## src/rtl/cordic_pkg.sv

```systemverilog
// Shared constants and result record for the CORDIC post-processing slice.
// Gain constants are Q3.30 reciprocals of the CORDIC gains.
package cordic_pkg;

  localparam logic signed [1:0] HYPERBOLIC = 2'sb11;
  localparam logic signed [1:0] LINEAR     = 2'sb00;
  localparam logic signed [1:0] CIRCULAR   = 2'sb01;
  localparam logic signed [1:0] ILLEGAL    = 2'sb10;

  localparam int K_FRAC_BITS = 30;
  localparam logic signed [32:0] INV_K_CIRC = 33'sd652032874;
  localparam logic signed [32:0] INV_K_HYP  = 33'sd1296540103;

  localparam int RES_BITS = 33;

  typedef struct packed {
    logic signed [RES_BITS-1:0] res0;
    logic signed [RES_BITS-1:0] res1;
    logic                       pair;
    logic [1:0]                 mode;
    logic                       rot_en;
  } result_t;

  // Re-scale a Q.30 gain constant to another fraction width.
  function automatic logic signed [63:0] scale_gain(input logic signed [32:0] k, input int frac_bits);
    logic signed [63:0] w;
    w = 64'(k);
    if (frac_bits >= K_FRAC_BITS) begin
      return w <<< (frac_bits - K_FRAC_BITS);
    end else begin
      return w >>> (K_FRAC_BITS - frac_bits);
    end
  endfunction

endpackage

```

## src/rtl/cordic_result_fifo.sv

```systemverilog
// Synchronous show-ahead FIFO for packed result records (field order as result_t).
// Status flags are registered from the next occupancy, so they never depend on rd_en combinationally.
module cordic_result_fifo
  import cordic_pkg::*;
#(
  parameter int W         = $bits(result_t),
  parameter int DEPTH     = 8,
  parameter int AF_MARGIN = 2
) (
  input  logic                     clk,
  input  logic                     rst,
  input  logic                     wr_en,
  input  logic [W-1:0]             wr_data,
  input  logic                     rd_en,
  output logic [W-1:0]             rd_data,
  output logic                     valid,
  output logic [$clog2(DEPTH):0]   count,
  output logic                     full,
  output logic                     almost_full,
  output logic                     drop
);

  localparam int AW = $clog2(DEPTH);
  localparam int CW = AW + 1;

  logic [W-1:0]  mem_r [DEPTH];
  logic [AW-1:0] wr_ptr_r;
  logic [AW-1:0] rd_ptr_r;
  logic [CW-1:0] count_r;
  logic [CW-1:0] count_next_s;
  logic          valid_r;
  logic          full_r;
  logic          af_r;
  logic          push_s;
  logic          pop_s;

  // A write into a full FIFO still succeeds when a pop frees the head slot this cycle.
  always_comb begin
    pop_s        = rd_en && valid_r;
    push_s       = wr_en && (!full_r || pop_s);
    drop         = wr_en && full_r && !pop_s;
    count_next_s = count_r;
    if (push_s && !pop_s) begin
      count_next_s = count_r + CW'(1'b1);
    end else if (pop_s && !push_s) begin
      count_next_s = count_r - CW'(1'b1);
    end else begin
      count_next_s = count_r;
    end
  end

  // Pointers, occupancy and status flags.
  always_ff @(posedge clk) begin
    if (rst) begin
      wr_ptr_r <= '0;
      rd_ptr_r <= '0;
      count_r  <= '0;
      valid_r  <= 1'b0;
      full_r   <= 1'b0;
      af_r     <= 1'b0;
    end else begin
      if (push_s) wr_ptr_r <= wr_ptr_r + AW'(1'b1);
      if (pop_s)  rd_ptr_r <= rd_ptr_r + AW'(1'b1);
      count_r <= count_next_s;
      valid_r <= (count_next_s != '0);
      full_r  <= (count_next_s == CW'(DEPTH));
      af_r    <= (count_next_s >= CW'(DEPTH - AF_MARGIN));
    end
  end

  // Storage array; contents are only observed through the head when valid.
  always_ff @(posedge clk) begin
    if (push_s) mem_r[wr_ptr_r] <= wr_data;
  end

  assign rd_data     = mem_r[rd_ptr_r];
  assign valid       = valid_r;
  assign count       = count_r;
  assign full        = full_r;
  assign almost_full = af_r;

endmodule

```

## src/rtl/cordic_post_proc.sv

```systemverilog
// CORDIC result post-processor: gain correction, result selection and a show-ahead result FIFO.
// Stage 1 forms the gain product, stage 2 rounds/saturates/selects, the FIFO write follows.
module cordic_post_proc
  import cordic_pkg::*;
#(
  parameter int BITS            = 33,
  parameter int INTEGER_BITS    = 3,
  parameter int FRACTIONAL_BITS = BITS - INTEGER_BITS,
  parameter int DEPTH           = 8,
  parameter int AF_MARGIN       = 2
) (
  input  logic                   i_clk,
  input  logic                   i_rst,
  input  logic                   i_valid,
  input  logic signed [BITS-1:0] i_x,
  input  logic signed [BITS-1:0] i_y,
  input  logic signed [BITS-1:0] i_z,
  input  logic signed [1:0]      i_mode,
  input  logic                   i_rot_en,
  input  logic                   i_ready,
  output logic                   o_valid,
  output logic signed [BITS-1:0] o_res0,
  output logic signed [BITS-1:0] o_res1,
  output logic                   o_pair,
  output logic [1:0]             o_mode,
  output logic                   o_rot_en,
  output logic [$clog2(DEPTH):0] o_count,
  output logic                   o_full,
  output logic                   o_almost_full,
  output logic                   o_overflow,
  output logic                   o_mode_err
);

  localparam int PW = 2 * BITS;
  localparam int RW = 2 * BITS + 1;
  localparam int W  = 2 * BITS + 4;
  localparam logic signed [BITS-1:0] GAIN_HYP_C  = BITS'(scale_gain(INV_K_HYP, FRACTIONAL_BITS));
  localparam logic signed [BITS-1:0] GAIN_CIRC_C = BITS'(scale_gain(INV_K_CIRC, FRACTIONAL_BITS));
  localparam logic signed [RW-1:0]   HALF_C      = RW'(1'b1) << (FRACTIONAL_BITS - 1);
  localparam logic signed [RW-1:0]   SAT_MAX_C   = RW'({1'b0, {(BITS-1){1'b1}}});
  localparam logic signed [RW-1:0]   SAT_MIN_C   = ~SAT_MAX_C;

  logic signed [BITS-1:0] gain_s;
  logic                   s1_valid_r;
  logic signed [PW-1:0]   s1_prod_r;
  logic signed [BITS-1:0] s1_x_r, s1_y_r, s1_z_r;
  logic [1:0]             s1_mode_r;
  logic                   s1_rot_r;
  logic signed [RW-1:0]   rnd_s;
  logic signed [BITS-1:0] sat_s, res0_s, res1_s;
  logic                   pair_s;
  logic                   s2_valid_r;
  logic [W-1:0]           s2_data_r;
  logic [W-1:0]           head_s;
  logic                   fifo_valid_s, fifo_drop_s;
  logic                   overflow_r, mode_err_r;

  // Gain for the vectoring-mode magnitude correction; unused paths multiply by zero.
  always_comb begin
    case (i_mode)
      HYPERBOLIC: gain_s = GAIN_HYP_C;
      CIRCULAR:   gain_s = GAIN_CIRC_C;
      default:    gain_s = '0;
    endcase
  end

  // Pipeline valid bits and sticky error flags.
  always_ff @(posedge i_clk) begin
    if (i_rst) begin
      s1_valid_r <= 1'b0;
      s2_valid_r <= 1'b0;
      mode_err_r <= 1'b0;
      overflow_r <= 1'b0;
    end else begin
      s1_valid_r <= i_valid && (i_mode != ILLEGAL);
      s2_valid_r <= s1_valid_r;
      if (i_valid && (i_mode == ILLEGAL)) mode_err_r <= 1'b1;
      if (fifo_drop_s) overflow_r <= 1'b1;
    end
  end

  // Stage-1 data: full-width signed product plus the operands needed for selection.
  always_ff @(posedge i_clk) begin
    s1_prod_r <= PW'(i_x) * PW'(gain_s);
    s1_x_r    <= i_x;
    s1_y_r    <= i_y;
    s1_z_r    <= i_z;
    s1_mode_r <= i_mode;
    s1_rot_r  <= i_rot_en;
  end

  // Round half-up, saturate the gain product, and pick the results for this mode.
  always_comb begin
    rnd_s = (RW'(s1_prod_r) + HALF_C) >>> FRACTIONAL_BITS;
    if (rnd_s > SAT_MAX_C) begin
      sat_s = SAT_MAX_C[BITS-1:0];
    end else if (rnd_s < SAT_MIN_C) begin
      sat_s = SAT_MIN_C[BITS-1:0];
    end else begin
      sat_s = rnd_s[BITS-1:0];
    end
    if (s1_mode_r == LINEAR) begin
      res0_s = s1_rot_r ? s1_y_r : s1_z_r;
      res1_s = '0;
      pair_s = 1'b0;
    end else if (s1_rot_r) begin
      res0_s = s1_x_r;
      res1_s = s1_y_r;
      pair_s = 1'b1;
    end else begin
      res0_s = s1_z_r;
      res1_s = sat_s;
      pair_s = 1'b1;
    end
  end

  // Stage-2 result record.
  always_ff @(posedge i_clk) begin
    s2_data_r <= {res0_s, res1_s, pair_s, s1_mode_r, s1_rot_r};
  end

  cordic_result_fifo #(
    .W         (W),
    .DEPTH     (DEPTH),
    .AF_MARGIN (AF_MARGIN)
  ) u_fifo (
    .clk         (i_clk),
    .rst         (i_rst),
    .wr_en       (s2_valid_r),
    .wr_data     (s2_data_r),
    .rd_en       (i_ready),
    .rd_data     (head_s),
    .valid       (fifo_valid_s),
    .count       (o_count),
    .full        (o_full),
    .almost_full (o_almost_full),
    .drop        (fifo_drop_s)
  );

  // Present the head only while valid so idle outputs read as zero.
  always_comb begin
    if (fifo_valid_s) begin
      {o_res0, o_res1, o_pair, o_mode, o_rot_en} = head_s;
    end else begin
      {o_res0, o_res1, o_pair, o_mode, o_rot_en} = '0;
    end
  end

  assign o_valid    = fifo_valid_s;
  assign o_overflow = overflow_r;
  assign o_mode_err = mode_err_r;

endmodule
```

## config.mk

```make
export PLATFORM = sky130hd
export DESIGN_NAME = cordic_post_proc
export DESIGN_NICKNAME = d
export VERILOG_FILES = /design/src/rtl/cordic_pkg.sv /design/src/rtl/cordic_result_fifo.sv /design/src/rtl/cordic_post_proc.sv
export SDC_FILE = /design/constraint.sdc
export NUM_CORES = 2
export LEC_CHECK = 0
export BUFFER_PORTS_ARGS = -buffer_cell sky130_fd_sc_hd__buf_2
export CAP_MARGIN = 10
export CORE_AREA = 8 8 347 349
export CTS_BUF_LIST = sky130_fd_sc_hd__clkbuf_4 sky130_fd_sc_hd__clkbuf_8 sky130_fd_sc_hd__clkbuf_16
export DETAILED_ROUTE_END_ITERATION = 10
export DIE_AREA = 0 0 355 357
export PLACE_DENSITY = 0.63
export SETUP_SLACK_MARGIN = 0.05
export SLEW_MARGIN = 10
export SYNTH_ARGS = -nofsm -noshare
export SYNTH_HDL_FRONTEND = slang
export SYNTH_SLANG_ARGS = --single-unit
```

## constraint.sdc

```tcl
create_clock -name i_clk -period 13.5 [get_ports i_clk]
set_clock_uncertainty 0.05 [all_clocks]
set_input_delay 2.7 -clock i_clk [delete_from_list [all_inputs] [get_ports i_clk]]
set_output_delay 2.7 -clock i_clk [all_outputs]
set_load 0.05 [all_outputs]
```

* Word level (Yosys, flattened, before mapping) *
Memories as Yosys holds them, arrays and structs flattened. A register that Yosys moved wholly into a read port is not among the register bits.
Index checks and enable logic that the tools add are counted.

word-level totals
  bits in registers = 254
  bits in writable memories = 560
  input bits = 106
  output and inout bits = 79
  logic and storage cells = 66
  memories kept = 1

operators by class
  add/subtract/negate cells = 5
  $mul = 1
  $lt $le $gt $ge = 3
  equal/unequal tests = 5
  multiplexer cells = 19
  reductions and logical operators = 14

memory list
  memory        depth  width  rd ports  clocked after Yosys merged registers in  wr ports  line                      RTL
  u_fifo.mem_r  8      70     1         1                                        1         cordic_result_fifo.sv:26  logic [W-1:0] mem_r [DEPTH];

operator list
  cell                    count
  $mux 33                 8
  $add 65x31->66 const B  1
  $mul 33x32->65          1
  $pmux 31 s2             1
  $gt 36x33->1 const B    1
  $lt 36x33->1 const B    1
  $logic_and 1x1->1       8
  $mux 4                  2
  $add 3x1->3 const B     2
  $mux 3                  2
  $mux 1                  5
  $add 4x1->4 const B     1
  $eq 2x2->1 const B      2
  $eq 4x4->1 const B      1
  $ge 4x3->1 const B      1
  $reduce_bool 4->1       1
  $sub 4x1->4 const B     1
  $logic_not 1->1         3
  $eq 2x1->1 const B      1
  $logic_not 2->1         1
  $mux 2                  1
  $ne 2x2->1 const B      1
  $logic_or 1x1->1        1

* Longest topological paths before layout *
  depth after elaboration = 8
  gate-level depth with buffers = 34
  gate-level depth less buffers = 30

* By module *
A second synthesis with hierarchy kept.

second synthesis, totals
  cell total of the unflattened synthesis = 4428
  area total of the unflattened synthesis = 56964.6 um2

modules (own cells, without submodules)
  module              times used  cells each  area each (um2)  seq. area each (um2)
  cordic_post_proc    1           3532        35218.8          4244.1
  cordic_result_fifo  1           896         21745.9          17136.4

* Least setup slack after synthesis *
No wires, ideal clock.

  kind = input-to-reg
  start point = input port i_mode[0]
  end point = register s1_prod_r[62]
  library setup time = 0.127 ns
  arrival = 10.780 ns
  data required time = 13.323 ns
  slack = 2.543 ns
  stages = 30
  buffers on the path = 3
  cells stage by stage = buf_2 nand2_1 inv_1 nand2_1 inv_1 buf_1 ha_1 a21oi_1 xor2_1 xnor2_1 inv_1 fa_1 inv_1 fa_1 fa_1 fa_1 inv_1 fa_1 inv_1 ha_1 clkbuf_1 a21o_1 a21o_1 a21oi_1 o21ai_0 a21oi_1 o31ai_1 a21oi_1 o21ai_0 xor2_1

on the way
  cells in the longest elaborated chain, start to end = 3
  elaborated cells on any way between the ends = 4
  those cells by class = mul (1); eq/ne (2); mux (1)

RTL lines
  element                                   line                    RTL
  from (decl)                               cordic_post_proc.sv:18  input logic signed [1:0] i_mode,
  $eq 2x1->1 or $eq 2x2->1 (tied branches)  cordic_post_proc.sv:60  case (i_mode)
  $pmux 31 s2 (*)                           cordic_post_proc.sv:60
  $mul 33x32->65 (*)                        cordic_post_proc.sv:84  s1_prod_r <= PW'(i_x) * PW'(gain_s);
  to (signal assigned)                      cordic_post_proc.sv:84
  to (decl)                                 cordic_post_proc.sv:45  logic signed [PW-1:0] s1_prod_r;

Every way passes the cells marked *; elsewhere a longest branch is shown, timed or not.
A chain may end at the register's enable or synchronous reset.

* Worst setup path after layout *
  start point = input port i_mode[0]
  end point = register s1_prod_r[60]

The elaborated chain is that of the path after synthesis.

==> run summary <==
====================================================================================
Input/output buffers                                                             184
Gate count of the mapped netlist                                                4470
Number of warning messages in the yosys log                                        0
First-pass iteration count of the detailed router                                  6
Cell accounting for the most synthesized area                           sky130_fd_sc_hd__edfxtp_1
Maximum root-to-sink buffer count                                                  3
CTS HTree Levels                                                                   3
Startpoint class of the critical path                                      input pin
Setup repair after global routing missed its margin                               no
Total Nets Final                                                                5898
Clock sink count                                                                 788
Number of antenna violations at the first check in global routing                 11
Initial detailed-routing violation count                                        3048
Fraction of final layout cells sized beyond drive strength 1                   12.2%
Hold path cells                                                                    0
Worst flop-to-flop path endpoint                                        u_fifo.mem_r[3][17]
Total Neg Setup Slack                                                           0 ns
Area fraction of the dominant cell type after synthesis                        29.5%
Synthesized flop and latch total                                                 788
Clk Latency, worst-skew pair                                                 0.60 ns
Total vias in the final route                                                  33624
Mapped Avg Cell Area                                                        12.8 µm²
Clk slew on worst S/H paths                                                  0.06 ns
Global-route wire length before repair                                        232 mm
EDFF count, synth                                                                560
Crit Path Class                                                               in2reg
GRT Residual Overflow                                                              0
Area of the mapped netlist                                                 57000 µm²
Reported max-cap violation count                                                   0
Worst-case hold path end point                                          s2_data_r[2]
Placement row count                                                              125
Top cells by area, synth                                                sky130_fd_sc_hd__edfxtp_1 (29%), sky130_fd_sc_hd__fa_1 (28%), sky130_fd_sc_hd__dfxtp_1 (8.0%)
Max transition margin                                                          17.2%
Clock tree from TritonCTS                                                      built
Hold WC Path Type                                                            reg2reg
Reg2reg start                                                           u_fifo.valid
Number of global-route vias before repair                                      35904
Register-to-register setup slack                                             8.92 ns
Required time worst endpoint                                                13.93 ns
Type of destination of the critical path                                   flip-flop
Arr. time, crit path                                                        11.78 ns
Result of the run                                                       finished, final reports clean
Die area                                                                  127000 µm²
Cts repair resizes                                                                 0
Residual DRC                                                                       0
Async set or reset register ratio after synthesis                                 0%
Post-CTS setup buffer count                                                        0
Total routing usage reported by global routing                                 24.6%
CP dominant cell by count                                               sky130_fd_sc_hd__fa_1
Overall die height                                                            357 µm
Initial core utilization                                                       49.6%
Area taken by flip-flops and latches                                       21400 µm²
Critical path's largest stage delay                                          0.62 ns
Count of nets left with antenna violations after detail routing                    0
Final cycle utilization of the critical path                                   84.1%
Area taken by multi-input logic gates                                      31500 µm²
Synth top cells by count                                                sky130_fd_sc_hd__inv_1 (1006), sky130_fd_sc_hd__fa_1 (812), sky130_fd_sc_hd__edfxtp_1 (560), sky130_fd_sc_hd__ha_1 (304), sky130_fd_sc_hd__nand2_1 (229)
Buffer type at the clock tree root                                      sky130_fd_sc_hd__clkbuf_16
Length in cells of the worst reg-to-reg path                                       6
Post-detailed-route via-to-cell ratio                                           5.37
Weighted congestion at the end of routability-driven global placement           1.00
Final hold viol count                                                              0
Min-delay src                                                           s1_mode_r[1]
Clock buffer count from CTS                                                       70
Dominant cell by count in the synthesized netlist                       sky130_fd_sc_hd__inv_1
HPWL Detailed                                                                 125 mm
Std-Cell Core Area                                                        115000 µm²
Wire length reported by the detailed router                                   156 mm
Synth unique cells                                                                76
Max Clock Freq                                                              88.1 MHz
Worst-margin pin slew                                                        1.24 ns
Maximum number of pins on one net before global-route repair                      77
Flip-flop cell with the highest count after synthesis                   sky130_fd_sc_hd__edfxtp_1
Filler cell count                                                               9809
Final critical delay including setup and external delays                    11.35 ns
Average wire length per cell after detail routing                            24.9 µm
Slowest CP cell                                                         sky130_fd_sc_hd__buf_2
Sequential share of the synthesized area                                       37.5%
Die width                                                                     355 µm
Number of I/O pins                                                               185
Post-cts hold buffer count                                                         0
Final setup vio count                                                              0
Layout-stage area growth over the synthesis result                             9.03%
CP Max Fanout                                                                     29
Count of final max-slew check failures                                             0
====================================================================================
-- registers in the layout, summed over array words and instances (netlist names), named ones only --
register,count
u_fifo.mem_r,560
s2_data_r,70
s1_prod_r,36
s1_x_r,33
s1_y_r,33
s1_z_r,33
u_fifo.count,4
u_fifo.rd_ptr_r,3
u_fifo.wr_ptr_r,3
s1_mode_r,2
o_mode_err,1
o_overflow,1
s1_rot_r,1
s1_valid_r,1
s2_valid_r,1
u_fifo.almost_full,1
u_fifo.full,1
u_fifo.valid,1
-- through the flow --
stage	hold slack (ns)	utilization [%]	setup slack, ns	instance area (µm²)	cells
final	0.353	54.0	2.15	62200	6259
after detailed placement	0.343	52.0	1.65	59900	6128
after global routing	0.359	54.0	1.64	62200	6257
after CTS	0.351	54.0	2.32	62200	6257
after global placement	0.335	52.0	1.64	59900	6128
after floorplan	0.281	-	2.54	57100	4496
-- critical path, delay by kind of cell --
family                   cells  cell delay (ns)
buffers and inverters        7             1.68
XOR/XNOR                     2             0.32
AND/OR/NAND/NOR              6             1.46
AO/OA/AOI/OAI                5             1.45
adder cells (fa/ha/maj)      9             4.12
-- placed cells by master, fill, tap and decap left out, drive strengths merged, types with 4 or more instances in the layout --
cell | synthesis | layout
nor2 | 177 | 177
and4 | 9 | 9
ha | 304 | 304
xnor2 | 129 | 129
a21boi | 4 | 4
or2 | 21 | 21
nand3 | 32 | 32
mux4 | 140 | 140
inv | 1015 | 1026
a21oi | 129 | 129
o211ai | 35 | 35
o21a | 9 | 9
dfxtp | 228 | 228
nand2b | 19 | 19
clkinv | 5 | 25
clkinvlp | 0 | 5
o21ai | 48 | 48
xor2 | 46 | 46
nor2b | 79 | 79
a31oi | 14 | 14
and2 | 14 | 14
nor3 | 23 | 23
buf | 50 | 225
nand4 | 23 | 23
edfxtp | 560 | 560
o21bai | 14 | 14
fa | 812 | 812
mux2i | 106 | 106
nor4 | 4 | 4
a21o | 50 | 50
a211oi | 10 | 10
clkbuf | 67 | 90
nand2 | 230 | 230
and3 | 15 | 15
o31ai | 10 | 10
conb | 2 | 28
-- cell type report --
| class | instances | area share (%) |
|---|---|---|
| diodes | 2 | 0.00805 |
| clock buffers | 90 | 3.24 |
| clock inverters | 39 | 0.495 |
| inverters | 1020 | 6.16 |
| multi-input cells | 2571 | 50.6 |
| flip-flops and latches | 788 | 34.4 |
| well taps | 1524 | 3.07 |
| repair buffers | 225 | 2.00 |
-- worst max-delay path by stage --
stage	start	end	slack, ns	cells past startpoint
final	i_mode[0]	s1_prod_r[60]	2.15	29
after detailed placement	i_mode[0]	s1_prod_r[60]	1.65	27
after global routing	i_mode[0]	s1_prod_r[60]	1.64	27
after global placement	i_mode[0]	s1_prod_r[58]	1.64	26
after CTS	i_mode[0]	s1_prod_r[60]	2.32	27
after floorplan	i_mode[0]	s1_prod_r[62]	2.54	30
-- logic make-up after synthesis --
| logic type | count (synthesis) | synth area share (%) |
|---|---|---|
| DFF | 788 | 37.5 |
| adders and majority gates | 1117 | 35.2 |
| buffers and inverters | 1137 | 7.59 |
| and+or+nand+nor | 659 | 5.50 |
| other | 2 | 0.0132 |
| xor gates and xnor gates | 175 | 2.69 |
| AOI/OAI and AO/OA | 346 | 4.17 |
| muxes | 246 | 7.39 |
-- layer usage --
layer	GRT usage (%)	routed length [µm]
met5	0	16
met4	7.77	5230
met3	4.66	12400
met2	40.0	73700
met1	33.5	64700
Power is left out: the tool's default activity adds up to more than one toggle a clock period on the data nets, which glitch-free logic cannot reach.
